--- src/rtl/bp_io_reg_responder.sv ---
// bp_io_reg_responder
// Endpoint on the IO mem link. It answers uncached BedRock reads and
// byte-masked writes with a small array of 64-bit registers, and returns
// exactly one response per accepted command.
//
// Ports:
//   clk_i, reset_n_i              clock; asynchronous active-low reset
//   mem_cmd_*                     command channel (valid / yumi handshake)
//   mem_resp_*                    response channel (valid / ready handshake);
//                                 every output is driven from a register
//   err_count_o                   saturating count of accepted error commands
//
// A response is held in the output register. While that response is stalled
// (ready low), no new command is accepted. When a response transfers, a new
// command can be accepted on the same edge, so there is no bubble.
module bp_io_reg_responder #(
    parameter int                       paddr_width_p   = 40,
    parameter int                       payload_width_p = 16,
    parameter int                       els_p           = 16,
    parameter logic [paddr_width_p-1:0] base_addr_p     = 40'h00_0020_0000
) (
    input  logic                       clk_i,
    input  logic                       reset_n_i,

    input  logic                       mem_cmd_v_i,
    output logic                       mem_cmd_yumi_o,
    input  logic [3:0]                 mem_cmd_type_i,
    input  logic [paddr_width_p-1:0]   mem_cmd_addr_i,
    input  logic [2:0]                 mem_cmd_size_i,
    input  logic [payload_width_p-1:0] mem_cmd_payload_i,
    input  logic [63:0]                mem_cmd_data_i,

    output logic                       mem_resp_v_o,
    input  logic                       mem_resp_ready_i,
    output logic [3:0]                 mem_resp_type_o,
    output logic [paddr_width_p-1:0]   mem_resp_addr_o,
    output logic [2:0]                 mem_resp_size_o,
    output logic [payload_width_p-1:0] mem_resp_payload_o,
    output logic [63:0]                mem_resp_data_o,
    output logic                       mem_resp_err_o,

    output logic [7:0]                 err_count_o
);

    localparam int idx_w_lp = (els_p > 1) ? $clog2(els_p) : 1;
    localparam logic [paddr_width_p:0] base_ext_lp = {1'b0, base_addr_p};
    localparam logic [paddr_width_p:0] end_ext_lp  =
        base_ext_lp + (paddr_width_p + 1)'(els_p * 8);

    typedef enum logic [0:0] {
        ST_IDLE = 1'b0,
        ST_RESP = 1'b1
    } state_t;

    // Bytes covered by an access of 2^size bytes at the given offset.
    function automatic logic [7:0] size_byte_mask(input logic [2:0] size,
                                                  input logic [2:0] offset);
        logic [7:0] base_v;
        case (size)
            3'd0:    base_v = 8'h01;
            3'd1:    base_v = 8'h03;
            3'd2:    base_v = 8'h0F;
            3'd3:    base_v = 8'hFF;
            default: base_v = 8'h00;
        endcase
        return base_v << offset;
    endfunction

    // Widen a byte mask to a bit mask.
    function automatic logic [63:0] expand_mask(input logic [7:0] m);
        logic [63:0] out_v;
        for (int i = 0; i < 8; i++) begin
            out_v[8*i +: 8] = {8{m[i]}};
        end
        return out_v;
    endfunction

    // Replicate the low 2^size bytes to fill 64 bits.
    function automatic logic [63:0] replicate(input logic [63:0] v,
                                              input logic [2:0]  size);
        logic [63:0] out_v;
        case (size)
            3'd0:    out_v = {8{v[7:0]}};
            3'd1:    out_v = {4{v[15:0]}};
            3'd2:    out_v = {2{v[31:0]}};
            3'd3:    out_v = v;
            default: out_v = 64'd0;
        endcase
        return out_v;
    endfunction

    state_t state_r;
    state_t state_s;

    logic [63:0]                regs_r [els_p];
    logic [7:0]                 err_count_r;
    logic [3:0]                 resp_type_r;
    logic [paddr_width_p-1:0]   resp_addr_r;
    logic [2:0]                 resp_size_r;
    logic [payload_width_p-1:0] resp_payload_r;
    logic [63:0]                resp_data_r;
    logic                       resp_err_r;

    logic                accept_s;
    logic                is_rd_s;
    logic                is_wr_s;
    logic                in_range_s;
    logic                misaligned_s;
    logic                err_s;
    logic [2:0]          offset_s;
    logic [5:0]          shamt_s;
    logic [idx_w_lp-1:0] idx_s;
    logic [63:0]         rd_word_s;
    logic [63:0]         rd_data_s;
    logic [63:0]         wr_mask_s;
    logic [63:0]         wr_merge_s;
    logic [63:0]         resp_data_s;

    // Handshake: accept when nothing is held, or when the held response leaves
    // this cycle. Gating with reset keeps yumi low while reset is asserted.
    always_comb begin
        accept_s = mem_cmd_v_i & reset_n_i
                 & ((state_r == ST_IDLE) | mem_resp_ready_i);
        mem_cmd_yumi_o = accept_s;
    end

    // Command decode, error classification and read/write data paths.
    always_comb begin
        is_rd_s    = (mem_cmd_type_i == 4'h0);
        is_wr_s    = (mem_cmd_type_i == 4'h1);
        in_range_s = ({1'b0, mem_cmd_addr_i} >= base_ext_lp)
                   & ({1'b0, mem_cmd_addr_i} <  end_ext_lp);
        offset_s   = mem_cmd_addr_i[2:0];
        shamt_s    = {offset_s, 3'b000};
        idx_s      = mem_cmd_addr_i[3 +: idx_w_lp];

        case (mem_cmd_size_i)
            3'd0:    misaligned_s = 1'b0;
            3'd1:    misaligned_s = mem_cmd_addr_i[0];
            3'd2:    misaligned_s = |mem_cmd_addr_i[1:0];
            3'd3:    misaligned_s = |mem_cmd_addr_i[2:0];
            default: misaligned_s = 1'b0; // oversize is flagged separately
        endcase

        err_s = ~(is_rd_s | is_wr_s) | ~in_range_s
              | (mem_cmd_size_i > 3'd3) | misaligned_s;

        // The index is always a legal array index (els_p is a power of two);
        // the value is discarded when the address is out of range.
        rd_word_s   = regs_r[idx_s];
        rd_data_s   = replicate(rd_word_s >> shamt_s, mem_cmd_size_i);
        wr_mask_s   = expand_mask(size_byte_mask(mem_cmd_size_i, offset_s));
        wr_merge_s  = (rd_word_s & ~wr_mask_s)
                    | ((mem_cmd_data_i << shamt_s) & wr_mask_s);
        resp_data_s = (is_rd_s & ~err_s) ? rd_data_s : 64'd0;
    end

    // Next-state logic: a fresh accept always leaves a response held.
    always_comb begin
        state_s = state_r;
        case (state_r)
            ST_IDLE: begin
                if (accept_s) begin
                    state_s = ST_RESP;
                end else begin
                    state_s = ST_IDLE;
                end
            end
            ST_RESP: begin
                if (accept_s) begin
                    state_s = ST_RESP;
                end else if (mem_resp_ready_i) begin
                    state_s = ST_IDLE;
                end else begin
                    state_s = ST_RESP;
                end
            end
            default: state_s = ST_IDLE;
        endcase
    end

    // State register.
    always_ff @(posedge clk_i or negedge reset_n_i) begin
        if (!reset_n_i) begin
            state_r <= ST_IDLE;
        end else begin
            state_r <= state_s;
        end
    end

    // Response register: loaded with the command echo and result on accept.
    always_ff @(posedge clk_i or negedge reset_n_i) begin
        if (!reset_n_i) begin
            resp_type_r    <= 4'h0;
            resp_addr_r    <= '0;
            resp_size_r    <= 3'd0;
            resp_payload_r <= '0;
            resp_data_r    <= 64'd0;
            resp_err_r     <= 1'b0;
        end else if (accept_s) begin
            resp_type_r    <= mem_cmd_type_i;
            resp_addr_r    <= mem_cmd_addr_i;
            resp_size_r    <= mem_cmd_size_i;
            resp_payload_r <= mem_cmd_payload_i;
            resp_data_r    <= resp_data_s;
            resp_err_r     <= err_s;
        end else begin
            resp_type_r    <= resp_type_r;
            resp_addr_r    <= resp_addr_r;
            resp_size_r    <= resp_size_r;
            resp_payload_r <= resp_payload_r;
            resp_data_r    <= resp_data_r;
            resp_err_r     <= resp_err_r;
        end
    end

    // Register array: a byte-merged update on an accepted, error-free write.
    always_ff @(posedge clk_i or negedge reset_n_i) begin
        if (!reset_n_i) begin
            for (int i = 0; i < els_p; i++) begin
                regs_r[i] <= 64'd0;
            end
        end else if (accept_s & is_wr_s & ~err_s) begin
            regs_r[idx_s] <= wr_merge_s;
        end else begin
            regs_r[idx_s] <= regs_r[idx_s];
        end
    end

    // Saturating count of accepted error commands.
    always_ff @(posedge clk_i or negedge reset_n_i) begin
        if (!reset_n_i) begin
            err_count_r <= 8'h00;
        end else if (accept_s & err_s & (err_count_r != 8'hFF)) begin
            err_count_r <= err_count_r + 8'h01;
        end else begin
            err_count_r <= err_count_r;
        end
    end

    assign mem_resp_v_o       = (state_r == ST_RESP);
    assign mem_resp_type_o    = resp_type_r;
    assign mem_resp_addr_o    = resp_addr_r;
    assign mem_resp_size_o    = resp_size_r;
    assign mem_resp_payload_o = resp_payload_r;
    assign mem_resp_data_o    = resp_data_r;
    assign mem_resp_err_o     = resp_err_r;
    assign err_count_o        = err_count_r;

endmodule

--- config.mk ---
export PLATFORM = sky130hd
export DESIGN_NAME = bp_io_reg_responder
export DESIGN_NICKNAME = d
export VERILOG_FILES = /design/src/rtl/bp_io_reg_responder.sv
export SDC_FILE = /design/constraint.sdc
export NUM_CORES = 2
export LEC_CHECK = 0
export CAP_MARGIN = 10
export CORE_ASPECT_RATIO = 1.25
export CORE_MARGIN = 3
export CORE_UTILIZATION = 35
export DETAILED_ROUTE_END_ITERATION = 7
export GPL_ROUTABILITY_DRIVEN = 1
export SLEW_MARGIN = 20
export SYNTH_ARGS = -nofsm -noshare
export SYNTH_HDL_FRONTEND = slang
export SYNTH_SLANG_ARGS = --single-unit
--- constraint.sdc ---
create_clock -name clk_i -period 4 [get_ports clk_i]
set_clock_uncertainty 0.1 [all_clocks]
set_input_delay 0.4 -clock clk_i [delete_from_list [all_inputs] [get_ports clk_i]]
set_output_delay 0.4 -clock clk_i [all_outputs]
set_load 0.03 [all_outputs]
==> out/qor.txt <==
fmax = 0.3009 GHz
Setup CP Type = primary input to flop
Register Area = 29050 sq um
ANT nets after route = 0
Synth async-reset ratio = 100.0%
clock latency on the worst-skew pair = 0.75 ns
CTS Buffer Depth = 3
Post-synth EDFFs = 0
# fillers = 15.75k
DP Worst Slack = 0.01745 ns
CP startpoint kind = primary input
gpl congestion = 0.9530
Synth area leaders = dfrtp_1 50%, o21ai_0 9.9%, mux4_2 9.8%
Gate Count Post-Synth = 5728
Layout area overhead = 17.76%
Req. time, crit path = 4.54 ns
final slew viol count = 0
Top-Level Pins = 269
# setup viols final = 0
total number of yosys warnings = 0
TritonCTS clock tree = done
Worst-path clk slew = 0.06 ns
Starting DRT DRC Count = 4568
Final Hold Fails = 0
grt total ovfl = 0
count of buffers from port buffering = 268
DR vias = 46.43k
max_slew headroom = 24.31%
layout cells sized above 1 = 15.71%
Worst path slowest cell = nor4_1
fin worst setup slack = 0.6765 ns
clock sink total = 1161
Post-CTS Repair Setup Buffers = 0
Mapped Area = 57680 sq um
worst setup path start = mem_cmd_addr_i[39]
Hold Buf Count CTS = 1
top cell type's share of synthesized area = 50.37%
DRC = 0
RR Endpoint = mem_resp_data_o[42]
CTS resizes = 0
Avg Inst Size Synth = 10.07 sq um
All-Layer GR Usage = 24.21%
Max Cap Violations = 0
Routed Wire Length = 208.3 mm
starting density of the core = 35.46%
CP bufs+invs = 3
FF-to-FF Start = regs_r[18]
nets@finish = 6060
CTS Root Cell = clkbuf_16
vias per cell = 5.662
crit path cell chain = clkdlybuf4s50_1 -> nor4_1 -> nand4_1 -> a2111oi_2 -> nand3_2 -> buf_4 -> nor4_4 -> buf_4 -> mux2_2 -> o21ai_0
min-delay worst type = primary input to asynchronous set/reset pin
die span in x = 369.1 microns
Pwr Density = 512.1 nW/um^2
Leakage = 0.03005 uW
wire per inst = 25.40 microns
CP endpoint kind = flop
outcome = completed
DR pass1 iterations = 5
critical path depth = 10
most frequent cells in the layout = 1436 x nand2_1, 1161 x dfrtp_1, 1138 x o21ai_0, 319 x mux2i_1, 280 x buf_4
commonest non-fill, non-tap cell in the layout = nand2_1
register bit total from synthesis = 1161
CP delay by family, top = simple AND/OR/NAND/NOR gates
die area = 169700 sq um
first-pass GRT wire length = 308.8 mm
CP max FO = 16
dominant synthesized flop cell = dfrtp_1
Yosys top cell by area = dfrtp_1
Crit path largest cell delay = 0.59 ns
WP data arrival = 3.86 ns
multi-input combinational cell area = 26310 sq um
unrepaired setup endpoints after global routing = no
total CTS buffers = 112
Worst path most repeated cell = buf_4
hpwl dp = 141.8 mm
Final TNS setup = 0 ns
H-tree depth = 3
Tcrit/Tclk final = 83.09%
Final min period = 3.323 ns
initial antenna violation count = 20
Yosys cell types = 87
Mapped Nets = 5860
Seq/Total Area, Yosys = 50.37%
die height = 459.9 microns
core area = 162700 sq um
VDD IR max = 355.1 uV
Slew @ Worst Pin = 1.104 ns
num rows = 165
reg2reg path depth = 9
largest net degree at the start of global routing = 182
reg2reg setup slack = 0.98 ns
vias in the first global route = 45.26k
## worst register-to-register path, stage by stage (launching register included)
cell and delay [ns]:
dfrtp_1 0.36, mux2i_1 0.11, mux4_2 0.51, a22o_1 0.18, o21ai_0 0.45, o211ai_1 0.40, a21oi_1 0.35, buf_4 0.17
o21ai_0 0.08, a31oi_1 0.20
## layer usage
| layer | up-vias | track usage [%] | wire length [microns] |
|---|---|---|---|
| met5 | - | 0 | 75 |
| met4 | 12 | 13.61 | 13240 |
| met2 | 2113 | 38.55 | 95250 |
| li1 | 20720 | - | - |
| met3 | 572 | 5.002 | 17220 |
| met1 | 23020 | 30.72 | 82500 |
## power by group
group          total, uW  switching (uW)  internal [uW]  leakage (uW)
logic               7900            4590           3310        0.0130
clock network      11300            4810           6530       0.00192
registers          15500            1410          14100        0.0152
## area by class of cell
| class | count | area share, % |
|---|---|---|
| multi-input cells | 4041 | 38.73 |
| flip-flops and latches | 1161 | 42.77 |
| well taps | 2171 | 3.999 |
| clock buffers | 162 | 4.878 |
| repair buffers | 600 | 8.634 |
| diodes | 9 | 0.03316 |
| clock inverters | 44 | 0.8842 |
| inverters | 12 | 0.06632 |
## state kept, by name, summed over array words and instances (netlist names)
register,count
mem_resp_addr_o,40
err_count_o,8
regs_r,1024
mem_resp_type_o,4
mem_resp_size_o,3
mem_resp_v_o,1
mem_resp_err_o,1
mem_resp_data_o,64
mem_resp_payload_o,16
## cell families after synthesis
logic type      count (synthesis)  share of synthesized area [%]
mux                           676                          17.41
xor+xnor                        7                         0.1063
compound gates               1623                          15.85
simple gates                 1734                          11.94
flops                        1161                          50.37
fa+ha+maj                       1                        0.02169
buf+inv                       526                          4.302
## through the flow
stage                     instances  hold slack, ns  util (%)  total power [uW]  cell area, sq um
after CTS                      8190         0.02400     41.73             34910             67880
after floorplan                5728        0.004409         -             20330             57680
after global routing           8193         0.07828     41.74             36480             67910
after global placement         7983          0.2303     39.31             23240             63960
final                          8200         0.07004     41.75             34780             67920
after detailed placement       7983          0.2327     39.31             23560             63960
## Yosys cell counts (20+ instances only)
cell,number
o22ai_1,105
a211oi_1,28
nor2_1,148
buf_2,71
o21ai_0,1138
nor4_1,21
mux2_2,104
o21ai_1,25
mux2i_1,319
a22oi_1,76
buf_4,33
clkbuf_1,356
nand2_1,1452
dfrtp_1,1161
nor3_1,20
buf_6,23
a21oi_1,82
mux4_2,250
## how the worst max path moves through the flow
stage	to
2_1_floorplan	mem_resp_data_o[55]
3_3_place_gp	regs_r[15]
3_5_place_dp	regs_r[79]
4_1_cts	regs_r[652]
5_1_grt	regs_r[972]
6_report	regs_r[79]
(Power assumes the default switching activity.)
